### src/rtl/regfile_param_dump.sv
// Register file with two combinational read ports, one write port, optional
// write-to-read bypass and hardwired zero entry, plus a valid/ready dump engine.
module regfile_param_dump #(
  parameter int DATA_W   = 32,
  parameter int ADDR_W   = 5,
  parameter bit ZERO_REG = 1'b1,
  parameter bit BYPASS   = 1'b1
) (
  input  logic              clk,
  input  logic              reset,
  input  logic [ADDR_W-1:0] ra1,
  input  logic [ADDR_W-1:0] ra2,
  output logic [DATA_W-1:0] rd1,
  output logic [DATA_W-1:0] rd2,
  input  logic              we,
  input  logic [ADDR_W-1:0] wa,
  input  logic [DATA_W-1:0] wd,
  input  logic              dump_start,
  output logic              dump_busy,
  output logic              dump_valid,
  input  logic              dump_ready,
  output logic [ADDR_W-1:0] dump_addr,
  output logic [DATA_W-1:0] dump_data,
  output logic              dump_last
);

  localparam int DEPTH = 2**ADDR_W;
  localparam logic [ADDR_W-1:0] LAST_ADDR = ADDR_W'(DEPTH-1);

  typedef enum logic {IDLE = 1'b0, RUN = 1'b1} state_t;

  logic [DATA_W-1:0] mem_q [DEPTH];
  logic [DATA_W-1:0] mem_d [DEPTH];
  logic              wr_en_s;
  logic [ADDR_W-1:0] nxt_addr_s;

  state_t            state_q, state_d;
  logic [ADDR_W-1:0] addr_q, addr_d;
  logic [DATA_W-1:0] data_q, data_d;
  logic              valid_q, valid_d;
  logic              last_q, last_d;

  // Value a read port would return for addr this cycle, bypass and zero rules included.
  function automatic logic [DATA_W-1:0] eff_val(
    input logic [ADDR_W-1:0] addr,
    input logic [DATA_W-1:0] stored,
    input logic              wr_en,
    input logic [ADDR_W-1:0] waddr,
    input logic [DATA_W-1:0] wdata
  );
    if (ZERO_REG && (addr == '0)) begin
      return '0;
    end else if (BYPASS && wr_en && (waddr == addr)) begin
      return wdata;
    end else begin
      return stored;
    end
  endfunction

  assign wr_en_s    = we && !(ZERO_REG && (wa == '0));
  assign nxt_addr_s = addr_q + ADDR_W'(1);

  assign rd1 = eff_val(ra1, mem_q[ra1], wr_en_s, wa, wd);
  assign rd2 = eff_val(ra2, mem_q[ra2], wr_en_s, wa, wd);

  assign dump_busy  = (state_q == RUN);
  assign dump_valid = valid_q;
  assign dump_addr  = addr_q;
  assign dump_data  = data_q;
  assign dump_last  = last_q;

  // Storage next-state: single write port.
  always_comb begin
    for (int i = 0; i < DEPTH; i++) begin
      mem_d[i] = mem_q[i];
    end
    if (wr_en_s) begin
      mem_d[wa] = wd;
    end else begin
      mem_d[wa] = mem_q[wa];
    end
  end

  // Dump engine next-state; a stalled beat keeps its captured snapshot.
  always_comb begin
    state_d = state_q;
    addr_d  = addr_q;
    data_d  = data_q;
    valid_d = valid_q;
    last_d  = last_q;
    case (state_q)
      IDLE: begin
        if (dump_start) begin
          state_d = RUN;
          addr_d  = '0;
          data_d  = eff_val('0, mem_q[0], wr_en_s, wa, wd);
          valid_d = 1'b1;
          last_d  = (LAST_ADDR == '0);
        end else begin
          state_d = IDLE;
        end
      end
      RUN: begin
        if (valid_q && dump_ready) begin
          if (addr_q == LAST_ADDR) begin
            state_d = IDLE;
            valid_d = 1'b0;
            last_d  = 1'b0;
          end else begin
            addr_d = nxt_addr_s;
            data_d = eff_val(nxt_addr_s, mem_q[nxt_addr_s], wr_en_s, wa, wd);
            last_d = (nxt_addr_s == LAST_ADDR);
          end
        end else begin
          state_d = RUN;
        end
      end
      default: begin
        state_d = IDLE;
        valid_d = 1'b0;
        last_d  = 1'b0;
      end
    endcase
  end

  // State registers with asynchronous clear.
  always_ff @(posedge clk or negedge reset) begin
    if (!reset) begin
      for (int i = 0; i < DEPTH; i++) begin
        mem_q[i] <= '0;
      end
      state_q <= IDLE;
      addr_q  <= '0;
      data_q  <= '0;
      valid_q <= 1'b0;
      last_q  <= 1'b0;
    end else begin
      for (int i = 0; i < DEPTH; i++) begin
        mem_q[i] <= mem_d[i];
      end
      state_q <= state_d;
      addr_q  <= addr_d;
      data_q  <= data_d;
      valid_q <= valid_d;
      last_q  <= last_d;
    end
  end

endmodule

### config.mk
export PLATFORM = sky130hd
export DESIGN_NAME = regfile_param_dump
export DESIGN_NICKNAME = d
export VERILOG_FILES = /design/src/rtl/regfile_param_dump.sv
export SDC_FILE = /design/constraint.sdc
export NUM_CORES = 2
export LEC_CHECK = 0
export ABC_AREA = 0
export CAP_MARGIN = 0
export CORE_ASPECT_RATIO = 1.2
export CORE_MARGIN = 4
export CORE_UTILIZATION = 60
export CTS_BUF_LIST = sky130_fd_sc_hd__clkbuf_8 sky130_fd_sc_hd__clkbuf_16
export DETAILED_ROUTE_END_ITERATION = 10
export DONT_BUFFER_PORTS = 1
export HOLD_SLACK_MARGIN = 0.12
export PLACE_DENSITY_LB_ADDON = 0.2
export SKIP_CTS_REPAIR_TIMING = 1
export SLEW_MARGIN = 30
export SYNTH_ARGS = -nofsm -noshare
export SYNTH_HDL_FRONTEND = slang
export SYNTH_SLANG_ARGS = --single-unit
### constraint.sdc
create_clock -name clk -period 6.03 [get_ports clk]
set_input_delay 0.3015 -clock clk [delete_from_list [all_inputs] [get_ports clk]]
set_output_delay 0.3015 -clock clk [all_outputs]
set_load 0.05 [all_outputs]
# After elaboration in Yosys (flattened, before gate mapping)
# Index checks and enable logic that the tools add are counted.
[word_totals]
reg_bits = 1064
latch_bits = 0
mem_bits_rw = 0
rom_bits = 0
input_bits = 52
out_inout_bits = 104
memories = 0
[classes]
n_addsub = 1
n_mul = 0
div = 0
magnitude_cmp = 5
eq_ne = 9
n_shift = 0
n_mux = 43
bitwise = 5
n_reduce_logical = 14
[op_table]
columns = ["op", "count"]
rows = [
  ["$bwmux W1024", 2],
  ["$mux W1024", 1],
  ["$bmux W32 S5", 4],
  ["$mux W32", 18],
  ["$demux W32 S5", 1],
  ["$pmux W32 S2", 1],
  ["$ge A6 B6 Y1 const B", 4],
  ["$not A5 Y6", 4],
  ["$logic_not A5 Y1", 4],
  ["$eq A5 B5 Y1", 3],
  ["$mux W5", 3],
  ["$eq A5 B5 Y1 const B", 2],
  ["$pmux W5 S2", 1],
  ["$mux W1", 9],
  ["$logic_and A1 B1 Y1", 6],
  ["$lt A6 B1 Y1 const B", 1],
  ["$pmux W1 S2", 3],
  ["$reduce_and A3 Y1", 2],
  ["$add A5 B1 Y5 const B", 1],
  ["$ne A2 B1 Y1 const B", 2],
  ["$ne A2 B2 Y1 const B", 2],
  ["$reduce_and A2 Y1", 1],
  ["$logic_not A1 Y1", 1],
  ["$not A1 Y1", 1],
]

# Longest topological paths before layout
[depth]
ltp_word = 10
mapped_depth = 13
mapped_depth_nobuf = 9

# Worst setup path before layout
# No wires, ideal clock.
[synth_timing]
path_type = "register to register"
start = "reg addr_q[0] (netlist: dump_addr[0])"
end = "reg data_q[24] (netlist: dump_data[24])"
setup_ns = 0.133
arrival_time_ns = 3.868
required_ns = 5.897
path_slack_ns = 2.029
path_stages_with_launch = 13
n_path_buf = 6
cell_sequence = "dfrtp_1 > buf_2 > clkbuf_1 > clkbuf_1 > inv_1 > ha_1 > clkbuf_1 > clkbuf_1 > clkbuf_1 > mux4_2 > mux4_2 > mux2i_1 > o21ai_0"
[synth_via]
elab_chain_len = 10
[synth_rtl]
columns = ["element", "line_no", "rtl"]
rows = [
  ["start: declaration", "38", "logic [ADDR_W-1:0] addr_q, addr_d;"],
  ["start signal: assignment", "142", "addr_q <= addr_d;"],
  ["$add A5 B1 Y5", "61", "assign nxt_addr_s = addr_q + ADDR_W'(1);"],
  ["$not A5 Y6 (implied by the code)", "111", "data_d = eff_val(nxt_addr_s, mem_q[nxt_addr_s], wr_en_s, wa, wd);"],
  ["$bmux W32 S5", "111", ""],
  ["$mux W32 (implied by the code) (2 in series)", "111", ""],
  ["$mux W32", "53", "end else if (BYPASS && wr_en && (waddr == addr)) begin"],
  ["$mux W32", "51", "if (ZERO_REG && (addr == '0)) begin"],
  ["$mux W32", "105", "if (addr_q == LAST_ADDR) begin"],
  ["$mux W32", "104", "if (valid_q && dump_ready) begin"],
  ["$pmux W32 S2", "91", "case (state_q)"],
  ["end signal: assignment", "143", "data_q <= data_d;"],
  ["end: declaration", "39", "logic [DATA_W-1:0] data_q, data_d;"],
]
# Several ways; a longest one is shown, not always the timed one. The select of a mux whose other input is x is not followed.
# A chain may end at the register's enable or synchronous reset.

# Worst setup path in the final report
[layout_timing]
start = "in wa[1]"
end = "out rd1[6]"
[layout_via]
elab_chain_len = 6
[layout_rtl]
columns = ["element", "line_no", "rtl"]
rows = [
  ["start: declaration", "16", "input logic [ADDR_W-1:0] wa,"],
  ["$logic_not A5 Y1", "-", ""],
  ["$logic_not A1 Y1", "60", "assign wr_en_s = we && !(ZERO_REG && (wa == '0));"],
  ["$logic_and A1 B1 Y1", "60", ""],
  ["$logic_and A1 B1 Y1 (*)", "53", ""],
  ["$mux W32 (*)", "53", ""],
  ["$mux W32 (*)", "51", ""],
  ["end: declaration", "13", "output logic [DATA_W-1:0] rd1,"],
]
# Mark *: on every way between the ends. The rest lies on a longest branch, timed or not.

==> out/metrics.csv <==
stage,metric,value,unit
run_status,outcome,finished clean,
sta,fin_crit_sh,75.6,%
grt,grt_usage,43.7,%
sta,fmax,219,MHz
route,first_iter_violations,8960,
synthesis,muxShareOfSynthArea,37.7,%
setup_path,cpMaxStageDelayCell,o221ai_2,
power_and_ir_drop,power_density,370,mW/mm^2
synthesis,synth-edff-count,0,
die,die_w,322,um
grt,grt_pass1_wl,391,mm
setup_path,path_cells,"nor2_4, a31oi_4, buf_4, and4_2, nor2_4, nand2_1, o221ai_2",
final_layout,final_area,0.0765,mm^2
placed_design,place_area,0.0721,mm^2
grt,grt_max_degree,300,
sta,timing.hold.ws,0.0815,ns
grt,antenna_found_initial,13,
sta,slew_violations,0,
synthesis,synthFlopType,dfrtp_1,
synthesis,synth-simple-area-share,7.54,%
synthesis,synthArstFlopShare,100,%
route,first_pass_iters,8,
synthesis,ys_seq_area_share,37.4,%
synthesis,yosysWarnings,0,
synthesis,ys_ff_latch,1064,
route,totalWireLength,269,mm
final_layout,utilization,64.8,%
sta,relSlewSlack,23.6,%
synthesis,synth_xor_area_share,0.241,%
synthesis,synth_adder_area_share,0.0703,%
clock_network,clk_pin_slew_worst_paths,0.06,ns
setup_path,critPathMaxStageDelay,0.98,ns
placed_design,place_congestion,0.903,
setup_path,setup.worst_path.start_class,input port,
final_layout,layout_commonest_cell,nand2_1,
sta,worst_pin_slew,1.14,ns
sta,fin_skew,0.0309,ns
flow_run,drv_cap,0,
setup_path,crit_top_cell,nor2_4,
route,via_count,57900,
setup_path,cp.arrival,4.25,ns
power_and_ir_drop,p_leak,30.7,nW
sta,hold_viol_final,0,
grt,grt_pass1_vias,56800,
synthesis,synth_cell_types,69,
hold_path,hp-class,input port to flop,
setup_path,path_max_fanout,269,
synthesis,syn_inst,6069,
clock_network,clk_path_buf_depth,3,
sta,fin_crit,4.56,ns
power_and_ir_drop,ir_drop,0.489,mV
route,wl_per_cell,36.8,um
sta,rsz0062_at_grt,no,
sta,tns,0,ns
clock_network,cts_tree,yes,
clock_network,cts_sinks,1064,
die,coreArea,0.118,mm^2
final_layout,stdcell_count,7312,
die,num_io_pins,156,
synthesis,synth_top_family_by_area,multiplexers,
synthesis,synth_compound_area_share,12.6,%
die,dieArea,0.124,mm^2
placed_design,dp_hpwl,143,mm
final_layout,nNetsFinal,5726,
clock_network,cts_buffers,113,
clock_network,cts_root_buffer,clkbuf_16,
setup_path,critPathKind,input port to output pin,
clock_network,clk_latency,0.76,ns
synthesis,syn_nets,6125,
synthesis,synth_area_per_cell,11.7,um^2
final_layout,mostFrequentLayoutCells,"nand2_1, dfrtp_1, mux4_2, o21ai_0, mux2i_1",
setup_path,cp.required,5.73,ns
die,initial_core_util,60.4,%
route,postRouteAntennaNets,0,
final_layout,drive_gt1_share,26.1,%
route,route.detailed.drc,0,
clock_network,htree_levels,3,
route,vias_per_cell,7.93,
placed_design,io_buffers,0,
final_layout,synthToLayoutAreaGrowth,7.44,%
die,die_h,385,um
synthesis,netlist_area,0.0712,mm^2
die,row_count,138,
setup_path,end_kind,output pin,
sta,final-setup-viol-count,0,
grt,grt-ovfl-total,0,
placed_design,dpl.cell_count,7049,
cell type report:
class                           instances  area (um^2)
Multi-Input combinational cell       4277        42100
Sequential cell                      1064        26600
Timing Repair Buffer                  191         1830
Clock buffer                          136         3140
Clock inverter                         68          679
Tap cell                             1540         1930
Fill cell                            8684        41500
Inverter                               23         91.3
Antenna cell                           13         32.5
logic make-up after synthesis:
kind of cell	count (synthesis)
AO/OA/AOI/OAI	1557
AND/OR/NAND/NOR	1352
multiplexers	1346
flip-flops	1064
buffers and inverters	728
XOR/XNOR	18
adder cells (fa/ha/maj)	4
worst max-delay path, delay by kind of cell:
kind / cells / cell delay, ns
buffers and inverters: 1 / 0.36
AND/OR/NAND/NOR: 4 / 2.18
AO/OA/AOI/OAI: 2 / 1.12
flip-flops by register name, indices dropped and copies added, names as in the netlist:
signal      count
mem_q        1024
dump_busy       1
dump_last       1
dump_addr       5
dump_data      32
dump_valid      1
metal layers:
layer	vias up	track usage (%)	share of wire, %
li1	22700	-	-
met1	28600	54.6	32
met2	5262	61.0	42
met3	1405	18.7	17
met4	14	31.7	9.2
met5	-	0	0.035
where the power goes:
group / leakage [nW] / internal [mW] / switching, mW
clock: 1.96 / 4.20 / 3.14
sequential: 13.7 / 8.75 / 2.26
combinational: 15.1 / 5.50 / 4.48
stage by stage:
stage	power, mW	setup slack [ns]
after floorplan	18.3	2.03
after global placement	20.2	1.81
after detailed placement	20.7	1.91
after CTS	28.0	1.90
after global routing	29.5	1.68
final	28.3	1.47
worst paths after layout:
kind / startpoint / slack [ns] / to / depth (start not counted)
worst max register to register: dump_addr[1] / 1.71 / dump_data[25] / 9
min in group asynchronous: reset / 0.20 / mem_q[483] / 2
max in group asynchronous: reset / 3.89 / mem_q[978] / 4
worst min-delay path: wa[2] / 0.08 / mem_q[533] / 3
worst max-delay path: wa[1] / 1.47 / rd1[6] / 7
worst min register to register: mem_q[1003] / 0.44 / mem_q[1003] / 0
cells in the mapped netlist, types with 29 or more instances:
| cell | number | area share, % |
|---|---|---|
| mux2i_1 | 261 | 3.7 |
| nand2_1 | 1110 | 5.9 |
| nor2_1 | 119 | 0.63 |
| o22ai_1 | 44 | 0.39 |
| buf_1 | 79 | 0.42 |
| nand3_1 | 29 | 0.20 |
| buf_2 | 103 | 0.72 |
| mux4_2 | 1041 | 33 |
| a221o_1 | 43 | 0.60 |
| a22oi_1 | 97 | 1.0 |
| o21ai_0 | 1052 | 7.4 |
| a211oi_1 | 42 | 0.44 |
| a221oi_1 | 43 | 0.53 |
| dfrtp_1 | 1064 | 37 |
| clkbuf_1 | 473 | 2.5 |
| a21oi_1 | 107 | 0.75 |
Power figures use the tool's default switching activity.
